## src/rtl/seg_chase_sequencer_pkg.sv

```systemverilog
// Shared types and constants for the 7-segment chase sequencer.
// Latency: n/a (types and pure functions only).
// Backpressure: n/a.
package seg_chase_pkg;

    typedef enum logic [1:0] {
        ST_IDLE  = 2'd0,
        ST_RUN   = 2'd1,
        ST_PAUSE = 2'd2,
        ST_STEP  = 2'd3
    } state_t;

    // Figure-8 walk: position -> segment index (a=0 .. g=6).
    // Entry 0 sits in the least significant bits.
    localparam logic [7:0][2:0] SEG_MAP = {3'd5, 3'd6, 3'd2, 3'd3, 3'd4, 3'd6, 3'd1, 3'd0};

    function automatic logic [6:0] seg_onehot(input logic [2:0] p);
        seg_onehot = 7'd1 << SEG_MAP[p];
    endfunction

endpackage

```

## src/rtl/seg_chase_sequencer_if.sv

```systemverilog
// Pin-side controls and datapath-side strobes of the chase sequencer.
// Latency: n/a (wiring only).
// Backpressure: none; step_req/step_ack form a 4-phase handshake.
interface seg_chase_sequencer_if #(
    parameter int SPEED_WIDTH     = 3,
    parameter int PWM_PHASE_WIDTH = 5
);
    logic                       run;
    logic                       clear;
    logic                       step_req;
    logic                       step_ack;
    logic [SPEED_WIDTH-1:0]     speed;
    logic                       direction;
    logic                       bounce;
    logic [6:0]                 seg_hit;
    logic                       step_tick;
    logic                       fade_tick;
    logic [PWM_PHASE_WIDTH-1:0] pwm_phase;
    logic                       busy;

    modport master (
        output run, clear, step_req, speed, direction, bounce,
        input  step_ack, seg_hit, step_tick, fade_tick, pwm_phase, busy
    );

    modport slave (
        input  run, clear, step_req, speed, direction, bounce,
        output step_ack, seg_hit, step_tick, fade_tick, pwm_phase, busy
    );
endinterface

```

## src/rtl/seg_chase_sequencer_timer.sv

```systemverilog
// Step timer: counts while enabled, flags terminal count and fade-zero points.
// Latency: wrap/low_zero are combinational from the current count.
// Backpressure: none; en freezes the count, clr forces it to zero.
module seg_step_timer #(
    parameter int COUNTER_WIDTH      = 23,
    parameter int FADE_COUNTER_WIDTH = 22,
    parameter int SPEED_WIDTH        = 3
) (
    input  logic                   clk,
    input  logic                   reset_n,
    input  logic                   en,
    input  logic                   clr,
    input  logic [SPEED_WIDTH-1:0] speed,
    output logic                   wrap,
    output logic                   low_zero
);
    logic [COUNTER_WIDTH-1:0] timer;
    logic [COUNTER_WIDTH-1:0] term;

    // Speed is the prefix of the terminal count; the low bits are all ones.
    assign term     = {speed, {(COUNTER_WIDTH-SPEED_WIDTH){1'b1}}};
    // >= so that lowering speed below the current count steps straight away.
    assign wrap     = (timer >= term);
    assign low_zero = (timer[FADE_COUNTER_WIDTH-1:0] == '0);

    // Free count with wrap to zero at terminal; clear wins over enable.
    always_ff @(posedge clk or negedge reset_n) begin
        if (!reset_n) begin
            timer <= '0;
        end else if (clr) begin
            timer <= '0;
        end else if (en) begin
            timer <= wrap ? '0 : timer + COUNTER_WIDTH'(1);
        end
    end
endmodule

```

## src/rtl/seg_chase_sequencer.sv

```systemverilog
// Chase controller: owns step timer, figure-8 position, step handshake and PWM phase.
// Latency: all outputs registered; seg_hit shows the new position one cycle after step_tick.
// Backpressure: none; single steps are acknowledged once per step_req high phase.
module seg_chase_sequencer
    import seg_chase_pkg::*;
#(
    parameter int COUNTER_WIDTH      = 23,
    parameter int FADE_COUNTER_WIDTH = 22,
    parameter int SPEED_WIDTH        = 3,
    parameter int PWM_PHASE_WIDTH    = 5
) (
    input  logic                  clk,
    input  logic                  reset_n,
    seg_chase_sequencer_if.slave  bus
);
    state_t                     state;
    logic [2:0]                 pos;
    logic                       eff_dir;
    logic                       step_armed;
    logic [PWM_PHASE_WIDTH-1:0] pwm;
    logic                       step_tick_q;
    logic                       step_ack_q;
    logic                       fade_tick_q;
    logic [6:0]                 seg_hit_q;
    logic                       busy_q;

    logic                       tmr_en;
    logic                       tmr_clr;
    logic                       wrap;
    logic                       low_zero;
    logic [2:0]                 adv_pos;
    logic                       adv_dir;

    // The timer only moves while actually running; IDLE and clear hold it at zero.
    assign tmr_en  = (state == ST_RUN) && bus.run && !bus.clear;
    assign tmr_clr = bus.clear || (state == ST_IDLE);

    seg_step_timer #(
        .COUNTER_WIDTH      (COUNTER_WIDTH),
        .FADE_COUNTER_WIDTH (FADE_COUNTER_WIDTH),
        .SPEED_WIDTH        (SPEED_WIDTH)
    ) u_timer (
        .clk      (clk),
        .reset_n  (reset_n),
        .en       (tmr_en),
        .clr      (tmr_clr),
        .speed    (bus.speed),
        .wrap     (wrap),
        .low_zero (low_zero)
    );

    // Position/direction that one advance would produce (wrap or ping-pong).
    always_comb begin
        adv_pos = eff_dir ? pos + 3'd1 : pos - 3'd1;
        adv_dir = eff_dir;
        if (bus.bounce) begin
            if (eff_dir && pos == 3'd7) begin
                adv_pos = 3'd6;
                adv_dir = 1'b0;
            end else if (!eff_dir && pos == 3'd0) begin
                adv_pos = 3'd1;
                adv_dir = 1'b1;
            end
        end else begin
            adv_dir = bus.direction;
        end
    end

    // Sequencer FSM with position, step handshake and registered strobes.
    always_ff @(posedge clk or negedge reset_n) begin
        if (!reset_n) begin
            state       <= ST_IDLE;
            pos         <= '0;
            eff_dir     <= 1'b1;
            step_armed  <= 1'b1;
            step_tick_q <= 1'b0;
            step_ack_q  <= 1'b0;
            fade_tick_q <= 1'b0;
            seg_hit_q   <= '0;
            busy_q      <= 1'b0;
        end else begin
            step_tick_q <= 1'b0;
            step_ack_q  <= 1'b0;
            fade_tick_q <= 1'b0;
            busy_q      <= 1'b0;
            seg_hit_q   <= (bus.clear || state == ST_IDLE) ? 7'd0 : seg_onehot(pos);
            if (!bus.bounce) eff_dir <= bus.direction;
            if (!bus.step_req) step_armed <= 1'b1;
            if (bus.clear) begin
                state <= ST_IDLE;
                pos   <= '0;
            end else begin
                unique case (state)
                    ST_IDLE, ST_PAUSE: begin
                        if (bus.run) begin
                            state  <= ST_RUN;
                            busy_q <= 1'b1;
                        end else if (bus.step_req && step_armed) begin
                            state  <= ST_STEP;
                            busy_q <= 1'b1;
                        end
                    end
                    ST_RUN: begin
                        if (!bus.run) begin
                            state <= ST_PAUSE;
                        end else begin
                            busy_q      <= 1'b1;
                            fade_tick_q <= low_zero;
                            if (wrap) begin
                                pos         <= adv_pos;
                                eff_dir     <= adv_dir;
                                step_tick_q <= 1'b1;
                            end
                        end
                    end
                    ST_STEP: begin
                        state       <= ST_PAUSE;
                        pos         <= adv_pos;
                        eff_dir     <= adv_dir;
                        step_tick_q <= 1'b1;
                        step_ack_q  <= 1'b1;
                        step_armed  <= 1'b0;
                    end
                    default: state <= ST_IDLE;
                endcase
            end
        end
    end

    // PWM phase runs in every state so paused LEDs keep their brightness.
    always_ff @(posedge clk or negedge reset_n) begin
        if (!reset_n) pwm <= '0;
        else          pwm <= pwm + PWM_PHASE_WIDTH'(1);
    end

    assign bus.step_tick = step_tick_q;
    assign bus.step_ack  = step_ack_q;
    assign bus.fade_tick = fade_tick_q;
    assign bus.seg_hit   = seg_hit_q;
    assign bus.busy      = busy_q;
    assign bus.pwm_phase = pwm;
endmodule

```

## src/flat_wrapper.sv

```systemverilog
// flat-port wrapper written by rule: the top's interface ports become plain ports
module seg_chase_sequencer_flat import seg_chase_pkg::*;
#(
    parameter int COUNTER_WIDTH      = 23,
    parameter int FADE_COUNTER_WIDTH = 22,
    parameter int SPEED_WIDTH        = 3,
    parameter int PWM_PHASE_WIDTH    = 5
)
  (clk, reset_n, bus_run, bus_clear, bus_step_req, bus_speed, bus_direction, bus_bounce, bus_step_ack, bus_seg_hit, bus_step_tick, bus_fade_tick, bus_pwm_phase, bus_busy);
  seg_chase_sequencer_if #(.SPEED_WIDTH(SPEED_WIDTH), .PWM_PHASE_WIDTH(PWM_PHASE_WIDTH)) bus_i ();
  input  logic clk;
  input  logic reset_n;
  input wire logic [$bits(bus_i.run)-1:0] bus_run;
  input wire logic [$bits(bus_i.clear)-1:0] bus_clear;
  input wire logic [$bits(bus_i.step_req)-1:0] bus_step_req;
  input wire logic [$bits(bus_i.speed)-1:0] bus_speed;
  input wire logic [$bits(bus_i.direction)-1:0] bus_direction;
  input wire logic [$bits(bus_i.bounce)-1:0] bus_bounce;
  output wire logic [$bits(bus_i.step_ack)-1:0] bus_step_ack;
  output wire logic [$bits(bus_i.seg_hit)-1:0] bus_seg_hit;
  output wire logic [$bits(bus_i.step_tick)-1:0] bus_step_tick;
  output wire logic [$bits(bus_i.fade_tick)-1:0] bus_fade_tick;
  output wire logic [$bits(bus_i.pwm_phase)-1:0] bus_pwm_phase;
  output wire logic [$bits(bus_i.busy)-1:0] bus_busy;
  assign bus_i.run = bus_run;
  assign bus_i.clear = bus_clear;
  assign bus_i.step_req = bus_step_req;
  assign bus_i.speed = bus_speed;
  assign bus_i.direction = bus_direction;
  assign bus_i.bounce = bus_bounce;
  assign bus_step_ack = bus_i.step_ack;
  assign bus_seg_hit = bus_i.seg_hit;
  assign bus_step_tick = bus_i.step_tick;
  assign bus_fade_tick = bus_i.fade_tick;
  assign bus_pwm_phase = bus_i.pwm_phase;
  assign bus_busy = bus_i.busy;
  seg_chase_sequencer #(.COUNTER_WIDTH(COUNTER_WIDTH), .FADE_COUNTER_WIDTH(FADE_COUNTER_WIDTH), .SPEED_WIDTH(SPEED_WIDTH), .PWM_PHASE_WIDTH(PWM_PHASE_WIDTH)) u_core (.clk(clk), .reset_n(reset_n), .bus(bus_i));
endmodule
```

## config.mk

```make
export PLATFORM = sky130hd
export DESIGN_NAME = seg_chase_sequencer_flat
export DESIGN_NICKNAME = d
export VERILOG_FILES = /design/src/rtl/seg_chase_sequencer_pkg.sv /design/src/rtl/seg_chase_sequencer_if.sv /design/src/rtl/seg_chase_sequencer_timer.sv /design/src/rtl/seg_chase_sequencer.sv /design/src/flat_wrapper.sv
export SDC_FILE = /design/constraint.sdc
export NUM_CORES = 1
export LEC_CHECK = 0
export CAP_MARGIN = 30
export CORE_ASPECT_RATIO = 0.5
export CORE_MARGIN = 2
export CORE_UTILIZATION = 45
export DETAILED_ROUTE_END_ITERATION = 10
export PLACE_DENSITY = 0.66
export SYNTH_ARGS = -nofsm -noshare
export SYNTH_HDL_FRONTEND = slang
export SYNTH_SLANG_ARGS = --single-unit
```

## constraint.sdc

```tcl
create_clock -name clk -period 2.85 [get_ports clk]
set_input_delay 0.855 -clock clk [delete_from_list [all_inputs] [get_ports clk]]
set_output_delay 0.855 -clock clk [all_outputs]
set_load 0.005 [all_outputs]
```

==> results summary <==
The endpoint required time on the critical path came out at 3060 ps. Compared with the post-synthesis result, the final layout area differs by 23.46%. The hold violation total from the final report came out at 0. The number of antenna violations at the first check in global routing is 0. The number of nets with antenna violations after routing is 0. The post-detailed-placement cell area came out at 2938 µm².

The die boundary height is 56.44 µm. The number of H-tree levels is 2. The area of all placed cells without fillers came out at 3055 µm². The data arrival time of the worst path is 3020 ps. Setup violations remaining at the end of the flow were counted as 0. The routability congestion estimate came out at 0.8690.

The worst setup path is launched from an input port. The register area share after synthesis came out at 0.4661. Ranked by total cell area, the synthesized netlist is headed by dfrtp_1 44%, ha_1 5.1%, o21ai_0 4.9%. For this run, the number of Yosys warnings is 0. The horizontal die dimension came out at 108.9 µm. The number of violations of the max-capacitance limit is 0. Of all flip-flops after synthesis, the portion carrying an async set or reset was 1.000. The largest total area in the synthesized netlist belongs to dfrtp_1. Of the post-synthesis cell area, the dominant cell type holds 0.4449.

The sum of overflow across all layers after global routing came out at 0. After clock tree synthesis, the clock-pin slew on the worst setup and hold paths is 100 ps. The HPWL reported at the end of detailed placement came out at 4.206 mm. The root buffer selected by CTS is clkbuf_8. The detailed-route via count is 2145.

The synthesized flop and latch total is 46. IR analysis of the VDD net gives a maximum drop of 0.2279 mV. In the synthesized netlist, the cells that appear most often are 44 x dfrtp_1, 26 x nor2_1, 24 x o21ai_0. The ratio of final minimum period to clock period came out at 0.9857. The worst setup path is captured at a flop.

Along the worst path, the maximum fanout reaches 4. TritonCTS built the clock tree. The kind of critical path is in2reg.

The number of nets in the synthesized netlist is 281. The number of global-route vias before repair was 2048. The flow ran to the end, and the final reports show no timing, DRC or antenna violations. The die covers 6145 µm².

The antenna diode count came out at 0. The post-detailed-route DRC marker count came out at 0. The overall power came out at 1316 µW. Among all cell types in the netlist, the one instantiated most often is dfrtp_1. The detailed-routing iteration count for the pre-antenna-repair pass is 5. The net count of the finished layout is 328.

The number of sinks on the clock net came out at 46. The post-synthesis instance area came out at 2475 µm². For the final database, setup skew stands at 14.19 ps. Buffers placed on the I/O ports in this run total 25. The largest net degree at the start of global routing is 29.

The number of synthesized flops with an enable pin came out at 0. The detail-routed via count per cell is 5.630. The latest clock arrival within the worst-skew pair is 310 ps. The CTS buffer count came out at 5. The worst hold margin came out at 473.2 ps. The number of violations reported at the end of detailed-routing iteration 0 is 109. The number of buffers added to fix hold violations after cts came out at 0. Setup repair after global routing could not meet its margin everywhere. The number of buffers on the longest clock path came out at 2. For this run, the leading register cell type out of synthesis is dfrtp_1.

The average size of a mapped cell is 9.519 µm². For this design the static power due to leakage is 0.001324 µW. The initialized floorplan defines 19 standard-cell rows. Wires add up to 5.654 mm. The transition time of the tightest slew-check pin is 470.6 ps. The power density over the cells is 430.6 nW/µm².

The unique cell type count in the Yosys netlist is 45. Static timing analysis puts the maximum clock frequency at 356.0 MHz. The path category of the worst min-delay check is in2async.

The initial cell density of the core is 0.4586. The global-route wire length before repair came out at 9.756 mm. The core area came out at 5396 µm². The time the worst path needs with I/O delays and setup is 2809 ps. The worst slew margin relative to its limit is 0.6830. The global-route usage over all layers is 0.2062. In the final routed layout, each cell accounts on average for 14.84 µm. The count of pins over their slew limit came to 0. The post-synthesis instance total came out at 260.

The I/O pin total is 26. In the final layout, the share of cells above drive strength 1 is 0.1299. The total negative setup slack came out at 0 ps.
[cells in the final DEF, fill, tap and decap left out, types with 5 or more instances in the layout]
cell type and count:
dfrtp_1 44, nand3_1 11, clkbuf_8 5, inv_1 14, nor2_1 26, nand2_1 19, clkdlybuf4s50_1 24, nor3_1 12
a21oi_1 11, o21ai_0 20, buf_4 21, a31oi_1 7, xor2_1 7, nand4_1 10, ha_1 10
[cell type report]
class                   instances  area, µm²
fillers                       483       2341
multi-input cells             194       1245
flip-flops and latches         46       1154
repair buffers                 46      402.9
well taps                      73      91.34
clock buffers                   6      72.57
inverters                      14      52.55
clock inverters                 2      37.54
[power by group]
part / internal [µW] / switching, µW / total, µW
combinational: 65.0 / 80.6 / 146
clock: 262 / 232 / 494
sequential: 664 / 12.1 / 676
[sequential cells by signal, indices dropped and copies added, names as in the netlist]
register,cells
u_core.bus.busy,1
u_core.bus.fade_tick,1
u_core.bus.pwm_phase,5
u_core.bus.seg_hit,7
u_core.bus.step_ack,1
u_core.bus.step_tick,1
u_core.eff_dir,1
u_core.pos,3
u_core.state,2
u_core.step_armed,1
u_core.u_timer.timer,23
[routing by layer]
metal,GRT usage,vias up,routed length [µm]
li1,-,1034,-
met1,0.2916,1043,2758
met2,0.3141,61,2561
met3,0.04413,7,263
met4,0.07143,0,70
met5,0,-,0
[worst max-delay path, stage by stage]
cell             delay [ps]
clkdlybuf4s50_1         470
inv_1                    50
ha_1                    260
nand3_1                  70
or4_4                   430
buf_4                   160
o211ai_2                190
and2_1                  220
o22ai_1                 110
a21o_1                  200
[per-stage QoR]
step           cells  utilization  setup WS [ps]
4_1_cts          380       0.5648          43.35
6_report         381       0.5662          40.84
5_1_grt          381       0.5662         -24.15
2_1_floorplan    260            -          145.6
3_5_place_dp     372       0.5444         -372.1
3_3_place_gp     372       0.5444         -306.1
[logic make-up (layout without fill, tap and decap cells)]
family | Yosys count | in the layout | share of synthesized area
DFF | 46 | 46 | 0.4661
xor gates and xnor gates | 11 | 11 | 0.03893
and+or+nand+nor | 108 | 108 | 0.2351
buffers and inverters | 20 | 68 | 0.03084
AOI/OAI and AO/OA | 64 | 64 | 0.1704
adders and majority gates | 11 | 11 | 0.05865
[final timing paths]
path | startpoint | end | slack, ps | cells after the start
setup / recovery | bus_speed[0] | u_core.u_timer.timer[8]$_DFFE_PN0P_ | 40 | 10
hold / removal | reset_n | u_core.u_timer.timer[8]$_DFFE_PN0P_ | 470 | 1
setup reg to reg | u_core.u_timer.timer[21]$_DFFE_PN0P_ | u_core.u_timer.timer[8]$_DFFE_PN0P_ | 610 | 8
hold reg to reg | u_core.step_armed$_DFF_PN1_ | u_core.step_armed$_DFF_PN1_ | 470 | 2
max in group asynchronous | reset_n | u_core.eff_dir$_DFF_PN1_ | 1610 | 2
min in group clk | u_core.step_armed$_DFF_PN1_ | u_core.step_armed$_DFF_PN1_ | 470 | 2
[what timing repair did]
action / CTS / global route
gates resized for setup: 0 / 4
pin swaps: 1 / 1
setup endpoints to repair: 4 / 6
setup buffers: 0 / 1
(Power assumes the default switching activity.)
